File: config.mk
export PLATFORM = sky130hd
export DESIGN_NAME = pb_gesture_decoder_flat
export DESIGN_NICKNAME = d
export VERILOG_FILES = /design/src/rtl/pb_gesture_if.sv /design/src/rtl/pb_gesture_decoder.sv /design/src/flat_wrapper.sv
export SDC_FILE = /design/constraint.sdc
export NUM_CORES = 1
export LEC_CHECK = 0
export CORE_UTILIZATION = 60
export DETAILED_ROUTE_END_ITERATION = 8
export PLACE_DENSITY = 0.78
export SLEW_MARGIN = 20
export SYNTH_ARGS = -nofsm -noshare
export SYNTH_HDL_FRONTEND = slang
export SYNTH_SLANG_ARGS = --single-unit
File: constraint.sdc
create_clock -name clk -period 5.1 [get_ports clk]
set_input_delay 1.02 -clock clk [delete_from_list [all_inputs] [get_ports clk]]
set_output_delay 1.02 -clock clk [all_outputs]
set_load 0.05 [all_outputs]
File: src/rtl/pb_gesture_if.sv
// ---------------------------------------------------------------------------
// pb_gesture_if
// Bundles the push-button gesture decoder's inputs and event outputs.
//   tick          timebase strobe, one clk wide
//   pb_down       debouncer strobe: button just pressed
//   pb_up         debouncer strobe: button just released
//   short_press   one-cycle pulse: single short press completed
//   double_press  one-cycle pulse: second press of a double detected
//   long_press    one-cycle pulse: press held for the long-press time
//   repeat_pulse  one-cycle pulse: auto-repeat while held past long
//   busy          decoder is in the middle of a gesture
// master: the side that drives the strobes (debouncer / testbench)
// slave : the gesture decoder
// ---------------------------------------------------------------------------
interface pb_gesture_if;
   logic tick;
   logic pb_down;
   logic pb_up;
   logic short_press;
   logic double_press;
   logic long_press;
   logic repeat_pulse;
   logic busy;

   modport master (
      output tick, pb_down, pb_up,
      input  short_press, double_press, long_press, repeat_pulse, busy
   );

   modport slave (
      input  tick, pb_down, pb_up,
      output short_press, double_press, long_press, repeat_pulse, busy
   );
endinterface

File: src/rtl/pb_gesture_decoder.sv
// ---------------------------------------------------------------------------
// pb_gesture_decoder
// Classifies push-button gestures (short, double, long + auto-repeat) from
// the debouncer's press/release strobes, timing everything in tick strobes.
// Ports:
//   clk    system clock, posedge
//   rst_n  asynchronous active-low reset
//   bus    pb_gesture_if.slave: tick/pb_down/pb_up in; short_press,
//          double_press, long_press, repeat_pulse (registered one-cycle
//          pulses) and busy (state != IDLE) out
// ---------------------------------------------------------------------------
module pb_gesture_decoder #(
   parameter int CNT_W         = 12,
   parameter int LONG_TICKS    = 1000,
   parameter int DBL_GAP_TICKS = 300,
   parameter int REPEAT_TICKS  = 200
) (
   input  logic         clk,
   input  logic         rst_n,
   pb_gesture_if.slave  bus
);

   typedef enum logic [2:0] {
      IDLE   = 3'd0,
      PRESS1 = 3'd1,
      WAIT2  = 3'd2,
      PRESS2 = 3'd3,
      HELD   = 3'd4
   } state_t;

   // "Reaches N" is a tick while the counter sits at N-1.
   localparam logic [CNT_W-1:0] LONG_LAST = CNT_W'(LONG_TICKS - 1);
   localparam logic [CNT_W-1:0] GAP_LAST  = CNT_W'(DBL_GAP_TICKS - 1);
   localparam logic [CNT_W-1:0] REP_LAST  = CNT_W'(REPEAT_TICKS - 1);
   localparam logic [CNT_W-1:0] CNT_MAX   = {CNT_W{1'b1}};
   localparam logic [CNT_W-1:0] CNT_ZERO  = {CNT_W{1'b0}};

   state_t           state_r;
   logic [CNT_W-1:0] cnt_r;
   logic             short_r;
   logic             double_r;
   logic             long_r;
   logic             repeat_r;

   logic             down_s;
   logic             up_s;
   logic [CNT_W-1:0] cnt_inc_s;
   logic             long_reach_s;
   logic             gap_reach_s;
   logic             rep_reach_s;

   // Simultaneous press and release strobes are a glitch and cancel out.
   assign down_s = bus.pb_down & ~bus.pb_up;
   assign up_s   = bus.pb_up & ~bus.pb_down;

   // Counter advances on tick and saturates instead of wrapping.
   assign cnt_inc_s = (bus.tick && (cnt_r != CNT_MAX)) ? (cnt_r + {{(CNT_W-1){1'b0}}, 1'b1}) : cnt_r;

   assign long_reach_s = bus.tick && (cnt_r == LONG_LAST);
   assign gap_reach_s  = bus.tick && (cnt_r == GAP_LAST);
   assign rep_reach_s  = bus.tick && (cnt_r == REP_LAST);

   // Gesture FSM with tick counter and registered event pulses.
   always_ff @(posedge clk or negedge rst_n) begin
      if (!rst_n) begin
         state_r  <= IDLE;
         cnt_r    <= CNT_ZERO;
         short_r  <= 1'b0;
         double_r <= 1'b0;
         long_r   <= 1'b0;
         repeat_r <= 1'b0;
      end else begin
         short_r  <= 1'b0;
         double_r <= 1'b0;
         long_r   <= 1'b0;
         repeat_r <= 1'b0;
         case (state_r)
            IDLE: begin
               if (down_s) begin
                  state_r <= PRESS1;
                  cnt_r   <= CNT_ZERO;
               end else begin
                  cnt_r   <= cnt_inc_s;
               end
            end
            PRESS1: begin
               // Release beats a coincident long-press threshold.
               if (up_s) begin
                  state_r <= WAIT2;
                  cnt_r   <= CNT_ZERO;
               end else if (long_reach_s) begin
                  state_r <= HELD;
                  cnt_r   <= CNT_ZERO;
                  long_r  <= 1'b1;
               end else begin
                  cnt_r   <= cnt_inc_s;
               end
            end
            WAIT2: begin
               // A second press beats a coincident gap timeout.
               if (down_s) begin
                  state_r  <= PRESS2;
                  cnt_r    <= CNT_ZERO;
                  double_r <= 1'b1;
               end else if (gap_reach_s) begin
                  state_r  <= IDLE;
                  cnt_r    <= CNT_ZERO;
                  short_r  <= 1'b1;
               end else begin
                  cnt_r    <= cnt_inc_s;
               end
            end
            PRESS2: begin
               if (up_s) begin
                  state_r <= IDLE;
                  cnt_r   <= CNT_ZERO;
               end else begin
                  cnt_r   <= cnt_inc_s;
               end
            end
            HELD: begin
               if (up_s) begin
                  state_r  <= IDLE;
                  cnt_r    <= CNT_ZERO;
               end else if (rep_reach_s) begin
                  cnt_r    <= CNT_ZERO;
                  repeat_r <= 1'b1;
               end else begin
                  cnt_r    <= cnt_inc_s;
               end
            end
            default: begin
               state_r <= IDLE;
               cnt_r   <= CNT_ZERO;
            end
         endcase
      end
   end

   assign bus.short_press  = short_r;
   assign bus.double_press = double_r;
   assign bus.long_press   = long_r;
   assign bus.repeat_pulse = repeat_r;
   assign bus.busy         = (state_r != IDLE);

endmodule

File: src/flat_wrapper.sv
// flat-port wrapper written by rule: the top's interface ports become plain ports
module pb_gesture_decoder_flat 
#(
   parameter int CNT_W         = 12,
   parameter int LONG_TICKS    = 1000,
   parameter int DBL_GAP_TICKS = 300,
   parameter int REPEAT_TICKS  = 200
)
  (clk, rst_n, bus_tick, bus_pb_down, bus_pb_up, bus_short_press, bus_double_press, bus_long_press, bus_repeat_pulse, bus_busy);
  pb_gesture_if bus_i ();
  input  logic clk;
  input  logic rst_n;
  input wire logic [$bits(bus_i.tick)-1:0] bus_tick;
  input wire logic [$bits(bus_i.pb_down)-1:0] bus_pb_down;
  input wire logic [$bits(bus_i.pb_up)-1:0] bus_pb_up;
  output wire logic [$bits(bus_i.short_press)-1:0] bus_short_press;
  output wire logic [$bits(bus_i.double_press)-1:0] bus_double_press;
  output wire logic [$bits(bus_i.long_press)-1:0] bus_long_press;
  output wire logic [$bits(bus_i.repeat_pulse)-1:0] bus_repeat_pulse;
  output wire logic [$bits(bus_i.busy)-1:0] bus_busy;
  assign bus_i.tick = bus_tick;
  assign bus_i.pb_down = bus_pb_down;
  assign bus_i.pb_up = bus_pb_up;
  assign bus_short_press = bus_i.short_press;
  assign bus_double_press = bus_i.double_press;
  assign bus_long_press = bus_i.long_press;
  assign bus_repeat_pulse = bus_i.repeat_pulse;
  assign bus_busy = bus_i.busy;
  pb_gesture_decoder #(.CNT_W(CNT_W), .LONG_TICKS(LONG_TICKS), .DBL_GAP_TICKS(DBL_GAP_TICKS), .REPEAT_TICKS(REPEAT_TICKS)) u_core (.clk(clk), .rst_n(rst_n), .bus(bus_i));
endmodule
[After elaboration in Yosys (flattened, before gate mapping)]
Cells that the tools add are included.
Storage, ports and cells
  input port bits: 5
  flip-flop bits (word level): 19
  word-level logic and storage cells: 59
Operators by class
  equal/unequal tests: 12
  add/subtract/negate cells: 1
  reduce and logical (&&, ||, !) cells: 8
  muxes and demuxes: 28
  bitwise gates (word level): 4
Operators with widths (count)
  $mux 12: 9
  $pmux 12 s5: 1
  $mux 3: 6
  $add 12x1->12 const B: 1
  $eq 12x10->1 const B: 1
  $eq 12x8->1 const B: 1
  $eq 12x9->1 const B: 1
  $ne 12x12->1 const B: 1
  $pmux 3 s4: 1
  $mux 1: 11
  $eq 3x2->1 const B: 2
  $ne 3x1->1 const B: 2
  $logic_and 1x1->1: 4
  $ne 2x1->1 const B: 2
  $reduce_and 4->1: 1
  $eq 3x1->1 const B: 1
  $eq 3x3->1 const B: 1
  $logic_not 3->1: 1
  $reduce_bool 3->1: 1
  $and 1x1->1: 2
  $not 1->1: 2
  $reduce_or 2->1: 1

[Longest topological paths before layout]
Gate-level depths: netlist (run 1).
  depth in word-level cells: 6
  mapped depth: 6

[Worst setup path after synthesis (run 1)]
No wires, ideal clock.
  kind: input to register
  from: in bus_tick
  to: reg u_core.cnt_r[11]
  path slack: 2872 ps
  cell stages on the path: 5
  arrival time: 2146 ps
  data required time: 5018 ps
  cells stage by stage: buf_4 -> and4_4 -> nand4_2 -> or4_4 -> a22oi_2
On the way
  longest elaborated chain between the ends: 5
  elaborated cells between the ends (all ways): 14
  classes of those cells: mux: 10; reduce/logical: 4
Ends and longest elaborated chain
  from (decl): RTL line flat_wrapper.sv:13  | input wire logic [$bits(bus_i.tick)-1:0] bus_tick;
  $logic_and 1x1->1: RTL line pb_gesture_decoder.sv:57  | assign cnt_inc_s = (bus.tick && (cnt_r != CNT_MAX)) ? (cnt_r + {{(CNT_W-1){1'b0}}, 1'b1}) : cnt_r;
  $mux 12: RTL line pb_gesture_decoder.sv:57
  $mux 12, on equally long branches: RTL line pb_gesture_decoder.sv:125, pb_gesture_decoder.sv:91, pb_gesture_decoder.sv:105
  $mux 12, on equally long branches: RTL line pb_gesture_decoder.sv:122, pb_gesture_decoder.sv:88, pb_gesture_decoder.sv:101
  $pmux 12 s5 *: RTL line pb_gesture_decoder.sv:77  | case (state_r)
  to (signal assigned): RTL line pb_gesture_decoder.sv:83  | cnt_r <= cnt_inc_s;
  to (signal assigned): RTL line pb_gesture_decoder.sv:118  | cnt_r <= cnt_inc_s;
  to (signal assigned): RTL line pb_gesture_decoder.sv:129  | cnt_r <= cnt_inc_s;
  to (decl): RTL line pb_gesture_decoder.sv:39  | logic [CNT_W-1:0] cnt_r;
Mark *: on every way between the ends. The rest lies on a longest branch, timed or not.
A chain may end at the register's enable or synchronous reset.

[Worst setup path after layout (run 1)]
  from: reg u_core.state_r[1]
  to: out bus_busy
On the way
  longest elaborated chain between the ends: 1
Ends and longest elaborated chain
  from (decl): RTL line pb_gesture_decoder.sv:38  | state_t state_r;
  from (signal assigned): RTL line pb_gesture_decoder.sv:66  | state_r <= IDLE;
  from (signal assigned): RTL line pb_gesture_decoder.sv:80  | state_r <= PRESS1;
  from (signal assigned): RTL line pb_gesture_decoder.sv:89  | state_r <= WAIT2;
  $reduce_bool 3->1: RTL line pb_gesture_decoder.sv:144  | assign bus.busy = (state_r != IDLE);
  to (decl): RTL line flat_wrapper.sv:20  | output wire logic [$bits(bus_i.busy)-1:0] bus_busy;
No other way between the ends.

==> results summary, run 1 <==
The data arrival time of the critical path is 1940 ps. The library cell used most frequently in the layout, excluding fill and tap cells, is sky130_fd_sc_hd__dfrtp_1. In this run the biggest area consumer among cell types represents 39.13% of the synthesized area. The number of sinks handled by clock tree synthesis came out at 19. The netlist uses 50 different library cells. By area the synthesized netlist is led by sky130_fd_sc_hd__dfrtp_1 39%, sky130_fd_sc_hd__a21oi_1 3.7%, sky130_fd_sc_hd__nand4_1 2.6%. The total of warnings raised by yosys came out at 0. The chip width is 47 microns. The run finished with clean final reports.

The total track usage is 26.94%. The routed wire length came out at 2.441 mm. The library cells used most frequently in the layout, excluding fill and tap cells, are 19 x sky130_fd_sc_hd__dfrtp_1, 9 x sky130_fd_sc_hd__a21oi_1, 9 x sky130_fd_sc_hd__clkdlybuf4s50_1. The length of the first detailed-routing pass in iterations came out at 4.

The worst setup path is captured at an output port. The critical path in this run is classified as flop to output port. The sum of negative setup slack came out at 0 ps. The signal on the critical path passes through or3_1, clkdlybuf4s50_1. For this design the static power due to leakage is 0.5191 nW.

Across all setup checks in the final design, the least slack found is 2136 ps. The initial utilization of the core area, before any placement, comes to 66.74%. The wire length per cell after detailed routing came out at 15.85 microns. The number of nets in the synthesized netlist came out at 129. Measured in cells, the most critical reg-to-reg path has a length of 4. The worst setup path is launched from a flop. The pin count of the biggest net entering global routing is 20. The area enclosed by the die boundary came out at 2209 sq um.

The maximum count of clock buffers along a single path is 2. 0 antenna diodes ended up in the layout. The number of nets still failing antenna checks after routing came out at 0. The number of levels in the clock H-tree came out at 1.

The clock-pin slew reported for the worst setup and hold paths after clock tree synthesis came out at 110 ps. The buffering stage count on the worst path with inverters included is 1. The number of violations of the max-capacitance limit is 0. The area of the placeable core came out at 1821 sq um. The mean post-synth cell area is 9.958 sq um. The growth of design area from synthesis to finish is 8.445%. The clock latency of the later-clocked register in the worst-skew pair is 310 ps. sky130_fd_sc_hd__dfrtp_1 takes more of the synthesized area than any other cell. The required time of the critical path is 4080 ps.

In this run the cell area of the synthesized design comes to 1215 sq um. The placed cell area came out at 1290 sq um. In this run the number of cells on the critical path is 2.

After clock tree synthesis, the repair step resized 0 gates. The number of flops mapped to enable cells by yosys is 0. The half-perimeter wire length of the detailed placement result came out at 1.751 mm. For this run, the leading register cell type out of synthesis is sky130_fd_sc_hd__dfrtp_1. The sequential cell area fraction in the yosys report is 39.13%.

During I/O placement, the number of pins put on the boundary was 10. The delay contributed by the slowest stage of the critical path came out at 710 ps. The post-place setup slack is 1851 ps. The number of cells traversed by the worst hold path is 1.

The number of setup buffers added after CTS is 0. The count of nets after finishing came out at 137. Among all stages on the critical path, the largest delay is contributed by sky130_fd_sc_hd__clkdlybuf4s50_1. The cell count after synthesis came out at 122. After detailed routing, the number of remaining DRC violations is 0. The final critical path time including I/O delays and setup came out at 2964 ps. The hold violation total from the final report is 0.

Using the TritonRoute via totals, the vias-per-cell ratio works out to 6.682. IR analysis of the VDD net gives a maximum drop of 0.3250 mV. The async set-reset flop share out of synthesis is 100.0%. The wire length of the first global-routing pass came out at 4.160 mm. TritonCTS built the clock tree.

The number of rows created at floorplan came out at 15. The fmax came out at 0.3373 GHz. The initial antenna violation count came to 0. In this run the power density over the cells is 329.3 nW/um^2.

The total area of multi-input combinational cells is 689.4 sq um. Of all nets on the critical path, the largest fanout is 11. The kind of cell with the highest combined delay along the critical path is buffers and inverters. The number of buffers created by CTS came out at 3. The tightest slew margin relative to the limit came out at 41.52%. The count of buffers added on input and output ports is 9. The ratio of cells with drive above 1 in the final layout came out at 12.40%. After routing the design area is 1318 sq um. The total congestion overflow came out at 0. Setup repair after global routing left no endpoint under its margin. The final clock period utilization by the worst path is 58.12%.

The global placement routability congestion came out at 0.8610. The total power of the final layout is 0.0004339 W. The sequential cells in the finished layout cover a total of 475.5 sq um. The transition time of the tightest slew-check pin came out at 877.2 ps. The largest clock skew in the final design is 11.10 ps.

The initial detailed-routing violation count came out at 44. The number of global-route vias before repair came out at 924. The post-synthesis register bit count came out at 19. Setup violations remaining at the end of the flow were counted as 0. The detailed-route via count is 1029.

The cts-stage hold buffer count came out at 0. The final-layout fill cell count came out at 144. The path class of the tightest hold or removal check is flop to flop.

The max-slew violation count was 0. The die outline height is 47 microns. The root buffer selected by CTS is sky130_fd_sc_hd__clkbuf_4.
## layer usage
layer  share of wire, %  vias to the layer above  track usage, %
li1                   -                      493               -
met1                 45                      503           33.41
met2                 50                       28           48.06
met3                2.9                        5           3.462
met4                1.5                        0           9.143
met5                  0                        -               0
## per-stage QoR
| step | util [%] | hold WS (ps) | instances |
|---|---|---|---|
| floorplan | - | 527.1 | 122 |
| global placement | 70.86 | 609.3 | 150 |
| detailed placement | 70.86 | 613.9 | 150 |
| CTS | 72.37 | 619.1 | 154 |
| global route | 72.37 | 697.1 | 154 |
| finish | 72.37 | 623.1 | 154 |
## registers in the layout, indices dropped and copies added, names as in the netlist
register	cells
u_core.cnt_r	12
u_core.state_r	3
u_core.bus.double_press	1
u_core.bus.long_press	1
u_core.bus.repeat_pulse	1
u_core.bus.short_press	1
## where the power goes
part	switching [W]	total, W	internal, W	leakage (nW)
logic	0.0000958	0.000153	0.0000570	0.243
registers	0.0000368	0.000205	0.000169	0.259
clock network	0.0000465	0.0000758	0.0000293	0.0177
total	0.000179	0.000434	0.000255	0.519
## final timing paths
check / slack [ps] / end / from
max in group asynchronous: 3400 / u_core.cnt_r[5] / rst_n
hold / removal: 620 / u_core.state_r[0] / u_core.state_r[2]
hold reg to reg: 620 / u_core.state_r[0] / u_core.state_r[2]
min in group asynchronous: 1180 / u_core.cnt_r[7] / rst_n
setup reg to reg: 2870 / u_core.cnt_r[5] / u_core.cnt_r[6]
setup / recovery: 2140 / bus_busy / u_core.state_r[1]
## kinds of logic after synthesis
logic type	synth area share, %
AND/OR/NAND/NOR	31.51
AO/OA/AOI/OAI	18.54
flip-flops	39.14
buffers and inverters	4.118
XOR/XNOR	2.163
multiplexers	2.472
adder cells (fa/ha/maj)	2.059
## synth_stat cells, types with 2 or more instances
| cell type | count |
|---|---|
| sky130_fd_sc_hd__a22oi_1 | 3 |
| sky130_fd_sc_hd__nand4_1 | 5 |
| sky130_fd_sc_hd__and4_1 | 2 |
| sky130_fd_sc_hd__a21oi_1 | 9 |
| sky130_fd_sc_hd__nor4_1 | 2 |
| sky130_fd_sc_hd__dfrtp_1 | 19 |
| sky130_fd_sc_hd__nand3b_1 | 2 |
| sky130_fd_sc_hd__ha_1 | 2 |
| sky130_fd_sc_hd__nand2_1 | 6 |
| sky130_fd_sc_hd__buf_6 | 2 |
| sky130_fd_sc_hd__nor2_1 | 6 |
| sky130_fd_sc_hd__a311oi_1 | 2 |
| sky130_fd_sc_hd__nand2b_1 | 2 |
| sky130_fd_sc_hd__nand3_1 | 4 |
| sky130_fd_sc_hd__mux2i_1 | 3 |
| sky130_fd_sc_hd__or3_1 | 4 |
| sky130_fd_sc_hd__o21ai_0 | 4 |
| sky130_fd_sc_hd__a211oi_1 | 2 |
| sky130_fd_sc_hd__xnor2_1 | 2 |
| sky130_fd_sc_hd__and4b_1 | 2 |
| sky130_fd_sc_hd__nor3b_1 | 2 |
| sky130_fd_sc_hd__buf_4 | 2 |
| sky130_fd_sc_hd__nor3_1 | 5 |
| sky130_fd_sc_hd__nand4_2 | 2 |
| sky130_fd_sc_hd__nor2b_1 | 3 |
## layout make-up
class | count | share of cell area [%]
Multi-Input combinational cell | 96 | 52.33
Inverter | 1 | 0.2849
Clock inverter | 1 | 0.3799
Clock buffer | 3 | 1.709
Sequential cell | 19 | 36.09
Timing Repair Buffer | 9 | 6.838
Tap cell | 25 | 2.374
Note: power is estimated with default switching activity, not from simulation.
==> run 2, diff against run 1 <==
Settings changed: CORE_UTILIZATION 60 to 56, PLACE_DENSITY 0.78 to 0.73.
Clock period 5.1 ns to 2.8 ns, I/O delays scaled along.
==> results summary, run 2 (synthesized netlist as in run 1, its figures left out) <==
The number of levels in the clock H-tree came out at 1. The flow ran to the end, and the final reports show no timing, DRC or antenna violations. In this run, post-CTS hold repair placed 0 buffers. The post-route netlist has 13.08% of its cells at a drive strength greater than 1. The wire length of the first global-routing pass came out at 4.002 mm. The finished layout holds 157 standard cells, fillers aside. The final critical path time including I/O delays and setup is 2479 ps. The leakage power is 0.5239 nW.

The launch point of the worst reg-to-reg path is u_core.state_r[1]. The total track usage came out at 22.08%. STA classifies the critical path startpoint as a flop. The sum of negative setup slack came out at 0 ps.

The number of global-route vias before repair is 852. The top-level port count is 10. Based on the critical path, the design can be clocked at up to 0.4034 GHz. The area of the placeable core is 2002 sq um. The register with the most flip-flops in the layout has 12 of them. The wire length per cell after detailed routing is 15.11 microns. Setup violations remaining at the end of the flow were counted as 0.

The kind of critical path is flop to output port. The path depth of the worst reg2reg path is 5. The number of violations of the max-capacitance limit is 0.

The root buffer selected by CTS is sky130_fd_sc_hd__clkbuf_4. The most frequent standard cell in the layout excluding fill and tap cells is sky130_fd_sc_hd__dfrtp_1. The clock-pin slew reported for the worst setup and hold paths after clock tree synthesis came out at 100 ps.

The congestion estimate from routability-driven global placement came to 0.8481. In the layout the commonest cells are 19 x sky130_fd_sc_hd__dfrtp_1, 9 x sky130_fd_sc_hd__a21oi_1, 9 x sky130_fd_sc_hd__clkdlybuf4s50_1. The transition time of the tightest slew-check pin came out at 828.2 ps. The max-slew violation count is 0. The final critical path takes up 88.52% of the cycle. The number of rows created at floorplan is 16.

The routed layout has 999 vias. The growth of design area from synthesis to finish is 9.269%. The total congestion overflow is 0. The length of the first detailed-routing pass in iterations is 4. The worst register-to-register path ends at u_core.cnt_r[4].

The worst hold path belongs to the class flop to flop. Setup repair after global routing left no endpoint under its margin. In this run the tightest slew margin relative to its limit is 44.61%.

The cell area power density came out at 605.2 nW/um^2. The data arrival time of the critical path is 1920 ps. The register with the most flip-flops in the final layout is u_core.cnt_r. The number of antenna diodes in the final layout is 0. After the last flow step, the layout net total stands at 138. The count of buffers inserted at the top-level ports is 9.

In this run the worst setup path begins at u_core.state_r[1]. The largest registers in the layout are u_core.cnt_r: 12 flops, u_core.state_r: 3 flops. The largest clock skew in the final design came out at 1.925 ps. The number of design rule violations left after detail routing is 0. The highest ir drop seen on vdd came out at 0.6184 mV.

The pin count of the biggest net entering global routing is 20. The filler cells instantiated in the layout total 160. The number of vias per cell is 6.363. STA classifies the critical path endpoint as an output port. Across all setup checks in the final design, the least slack found is 321.4 ps.

The initial antenna violation count came out at 0. The number of nets still failing antenna checks after routing came out at 0. Summed over all nets, the half-perimeter wirelength after detailed placement is 1.675 mm. The most critical setup path has its endpoint at bus_busy.

TritonCTS built the clock tree. The effective utilization at floorplan is 60.69%. Along the worst path, the maximum fanout reaches 11. Measured along the x axis, the die boundary spans 48.58 microns. The required time of the critical path came out at 2240 ps. The total instance count after detailed placement is 153. Before CTS, the worst setup slack after placement is 344.5 ps. TritonCTS created 3 clock buffers. The number of setup buffers added after CTS came out at 0. The area enclosed by the die boundary is 2360 sq um. Clock latency on the worst-skew pair, taken at its later pin, is 290 ps.

The number of sinks handled by clock tree synthesis came out at 19. The routed wire length came out at 2.372 mm. The hold violation total from the final report came out at 0. In this run the vertical extent of the chip is 48.58 microns.

The count of instances resized after the clock tree is built is 0. The maximum count of clock buffers along a single path is 2. For flop-to-flop paths, the worst setup slack is 910 ps.

The initial detailed-routing violation count came out at 39.
[run 2: changes by cell type in the layout (fill, tap and decap cells not counted)]
| cell | before | now |
|---|---|---|
| sky130_fd_sc_hd__buf_4 | 0 | 1 |
[run 2: worst max-delay path, cell delays in order (launching register included)]
cell and delay, ps:
sky130_fd_sc_hd__dfrtp_1 500, sky130_fd_sc_hd__or3_1 410, sky130_fd_sc_hd__clkdlybuf4s50_1 710
[run 2: worst min-delay path by stage]
stage	end	cells past startpoint	from
floorplan	u_core.bus.double_press	0	rst_n
global placement	u_core.state_r[0]	1	u_core.state_r[2]
detailed placement	u_core.state_r[0]	1	u_core.state_r[2]
CTS	u_core.state_r[0]	1	u_core.state_r[2]
global route	u_core.state_r[0]	1	u_core.state_r[2]
finish	u_core.state_r[0]	1	u_core.state_r[2]
[run 2: area by class of cell]
class | instances | area (sq um) | share of cell area, %
sequential | 19 | 475.5 | 35.82
multi-input combinational | 96 | 689.4 | 51.93
timing repair buffer | 10 | 97.59 | 7.352
tap | 27 | 33.78 | 2.545
clock buffer | 3 | 22.52 | 1.697
inverter | 1 | 3.754 | 0.2828
clock inverter | 1 | 5.005 | 0.3770
[run 2: through the flow]
stage          utilization, %  power (W)  cell area (sq um)  hold WS, ps
2_1_floorplan               -  0.0006164               1215        264.4
3_3_place_gp            64.94  0.0006616               1300        610.1
3_5_place_dp            64.94  0.0006717               1300        623.4
4_1_cts                 66.31  0.0008077               1328        638.7
5_1_grt                 66.31  0.0008539               1328        672.7
6_report                66.31  0.0008034               1328        652.8
[run 2: routing by layer]
layer / part of all wire, % / vias up / track usage, %
li1: - / 502 / -
met1: 52 / 476 / 34.62
met2: 42 / 17 / 31.22
met3: 3.7 / 4 / 1.887
met4: 1.9 / 0 / 8.824
met5: 0 / - / 0
[run 2: report_power, final]
part / total, W / switching [W] / internal (W)
combinational: 0.000296 / 0.000178 / 0.000118
clock: 0.000134 / 0.0000812 / 0.0000532
sequential: 0.000373 / 0.0000658 / 0.000307
==> run 3, diff against run 2 <==
Settings changed: CORE_UTILIZATION 56 to 51, PLACE_DENSITY 0.73 to 0.8, REMOVE_ABC_BUFFERS from default to 1.
Clock period 2.8 ns to 2.2 ns, I/O delays scaled along.
==> results summary, run 3 (synthesized netlist as in run 1, its figures left out) <==
In this run the power density over the cells is 783.5 nW/um^2. In the layout the commonest cells are 19 x sky130_fd_sc_hd__dfrtp_1, 9 x sky130_fd_sc_hd__a21oi_1, 8 x sky130_fd_sc_hd__clkdlybuf4s50_1, 8 x sky130_fd_sc_hd__buf_4. The final critical path time including I/O delays and setup is 2044 ps. The library cell contributing the largest single delay on the critical path is sky130_fd_sc_hd__dfrtp_1. The count of nets after finishing is 145. Measured against its own limit, the worst slew margin works out to 67.20%.

The category of cells accounting for the largest share of critical-path delay is flip-flops. The root buffer cell chosen for the clock tree is sky130_fd_sc_hd__clkbuf_4. In the routed design, unresolved DRC markers number 0.

The highest ir drop seen on vdd is 0.5952 mV. The total congestion overflow is 0. The initial antenna violation count was 0.

The smallest setup slack after layout came out at 155.8 ps. Setup slack on the worst reg-to-reg path comes out at 330 ps. The growth of design area from synthesis to finish is 13.49%. The analysis attributes to cell leakage a power of 0.5536 nW. The startpoint identified for the worst register-to-register timing path is u_core.state_r[0]. The wire length of the first global-routing pass is 4.381 mm. The count of nets left with antenna violations once routing finished came out at 0. The length of the first detailed-routing pass in iterations is 6. The number of levels in the clock H-tree came out at 1. The count of buffers inserted at the top-level ports is 9. The fmax is 0.4892 GHz. STA classifies the critical path startpoint as a flop.

The run finished with clean final reports. TritonCTS built the clock tree. The die outline height came out at 50.81 microns. The chip width is 50.81 microns. Dividing the final minimum period by the clock period gives 92.92%. After floorplanning, the core was divided into 17 placement rows.

The number of buffers created by CTS is 3. The clock latency of the later-clocked register in the worst-skew pair came out at 300 ps. The max-slew violation count was 0. The number of antenna diodes in the final layout is 0.

Leaving out fill and tap cells, the most frequent cell in the layout is sky130_fd_sc_hd__dfrtp_1. The routed wire length came out at 2.585 mm. Setup repair after global routing left no endpoint under its margin.

The number of global-route vias before repair came out at 1018. The post-place setup slack came out at -6.246 ps. The detailed router placed 1059 vias in this run.

The maximum count of clock buffers along a single path came out at 2. The worst setup path startpoint is u_core.state_r[2]. The delay contributed by the slowest stage of the critical path is 470 ps.

Counting both buffers and inverters, the worst setup path holds a total of 1. The clock drives 19 sinks. At the worst endpoint, the required time is 1760 ps.

Detailed placement finished with a half-perimeter wire length of 1.942 mm. In this run the cell area measured after placement is 1354 sq um. The hold violation total from the final report is 0. The number of violations of the max-capacitance limit came out at 0. The min-delay analysis places its worst path in the category primary input to async pin. The wire length per cell after detailed routing is 15.67 microns. The signal on the critical path passes through or3_1, dlygate4sd2_1. The area enclosed by the die boundary is 2581 sq um. The total track usage is 23.22%. The final cell area excluding filler cells is 1379 sq um.

Once the floorplan was initialized, standard cells occupied 54.40% of the core. The number of vias per cell is 6.418. The ratio of cells with drive above 1 in the final layout is 16.79%. The data arrival time of the critical path is 1600 ps. The area of the placeable core is 2233 sq um. The cts-stage hold buffer count is 0.

The maximum net fanout on the critical path is 9. u_core.cnt_r holds more flip-flops than any other register. The transition time of the tightest slew-check pin is 490.4 ps. The register with the most flip-flops in the layout has 12 of them. After the first detailed-routing iteration, the DRC count stood at 28. The endpoint kind of the worst setup timing path is an output port. Pin placement for this block handled 10 I/O pins. The largest registers in the layout are u_core.cnt_r: 12 flops, u_core.state_r: 3 flops. Setup violations remaining at the end of the flow were counted as 0. By startpoint and endpoint, the worst setup path is classified as flop to output port. The global placement routability congestion came out at 0.8653. The clock-pin slew reported for the worst setup and hold paths after clock tree synthesis is 110 ps. The design draws 0.001080 W.

Entering global routing, the biggest net connects 20 pins. Across the routed clock network, the largest skew measured is 6.840 ps.
run 3: cell types whose count changed in the layout (fill, tap and decap cells not counted):
cell	before	now
sky130_fd_sc_hd__clkbuf_1	0	1
sky130_fd_sc_hd__buf_4	1	8
sky130_fd_sc_hd__clkinv_2	1	0
sky130_fd_sc_hd__clkdlybuf4s50_1	9	8
sky130_fd_sc_hd__dlygate4sd2_1	0	1
run 3: stage by stage:
step                setup TNS [ps]  hold WS (ps)  util [%]  instances
finish                           0         466.5     61.74        165
global route                     0         471.1     61.74        165
CTS                              0         469.3     61.74        165
detailed placement          -6.246         598.0     60.62        161
global placement                 0         582.4     60.62        161
floorplan                        0         144.4         -        116
run 3: per-layer routing:
layer	up-vias	track usage, %	wire, microns
li1	512	-	-
met3	2	5.455	122
met5	-	0	0
met4	0	7.870	19
met2	32	41.33	1342
met1	513	27.08	1101
run 3: layout make-up:
cell class | instances | area [sq um]
tap | 28 | 35.03
inverter | 1 | 3.754
multi-input combinational | 96 | 689.4
fill | 202 | 854.6
clock buffer | 4 | 26.28
timing repair buffer | 17 | 148.9
sequential | 19 | 475.5
run 3: power by group:
part	switching, W	total, W	leakage (nW)	internal [W]
registers	0.0000403	0.000431	0.259	0.000391
clock network	0.000106	0.000177	0.0150	0.0000706
logic	0.000285	0.000472	0.280	0.000187
run 3: final timing paths:
| check | to | depth (start not counted) |
|---|---|---|
| max | bus_busy | 2 |
| min | u_core.cnt_r[4] | 2 |
| max reg2reg | u_core.cnt_r[4] | 6 |
| min reg2reg | u_core.bus.long_press | 2 |
| max in group asynchronous | u_core.cnt_r[9] | 2 |
| min in group clk | u_core.bus.long_press | 2 |
run 3: timing repair:
action | 4_1_cts | 5_1_grt
setup buffers | 0 | 0
gates resized for setup | 1 | 0
setup endpoints to repair | 1 | 0
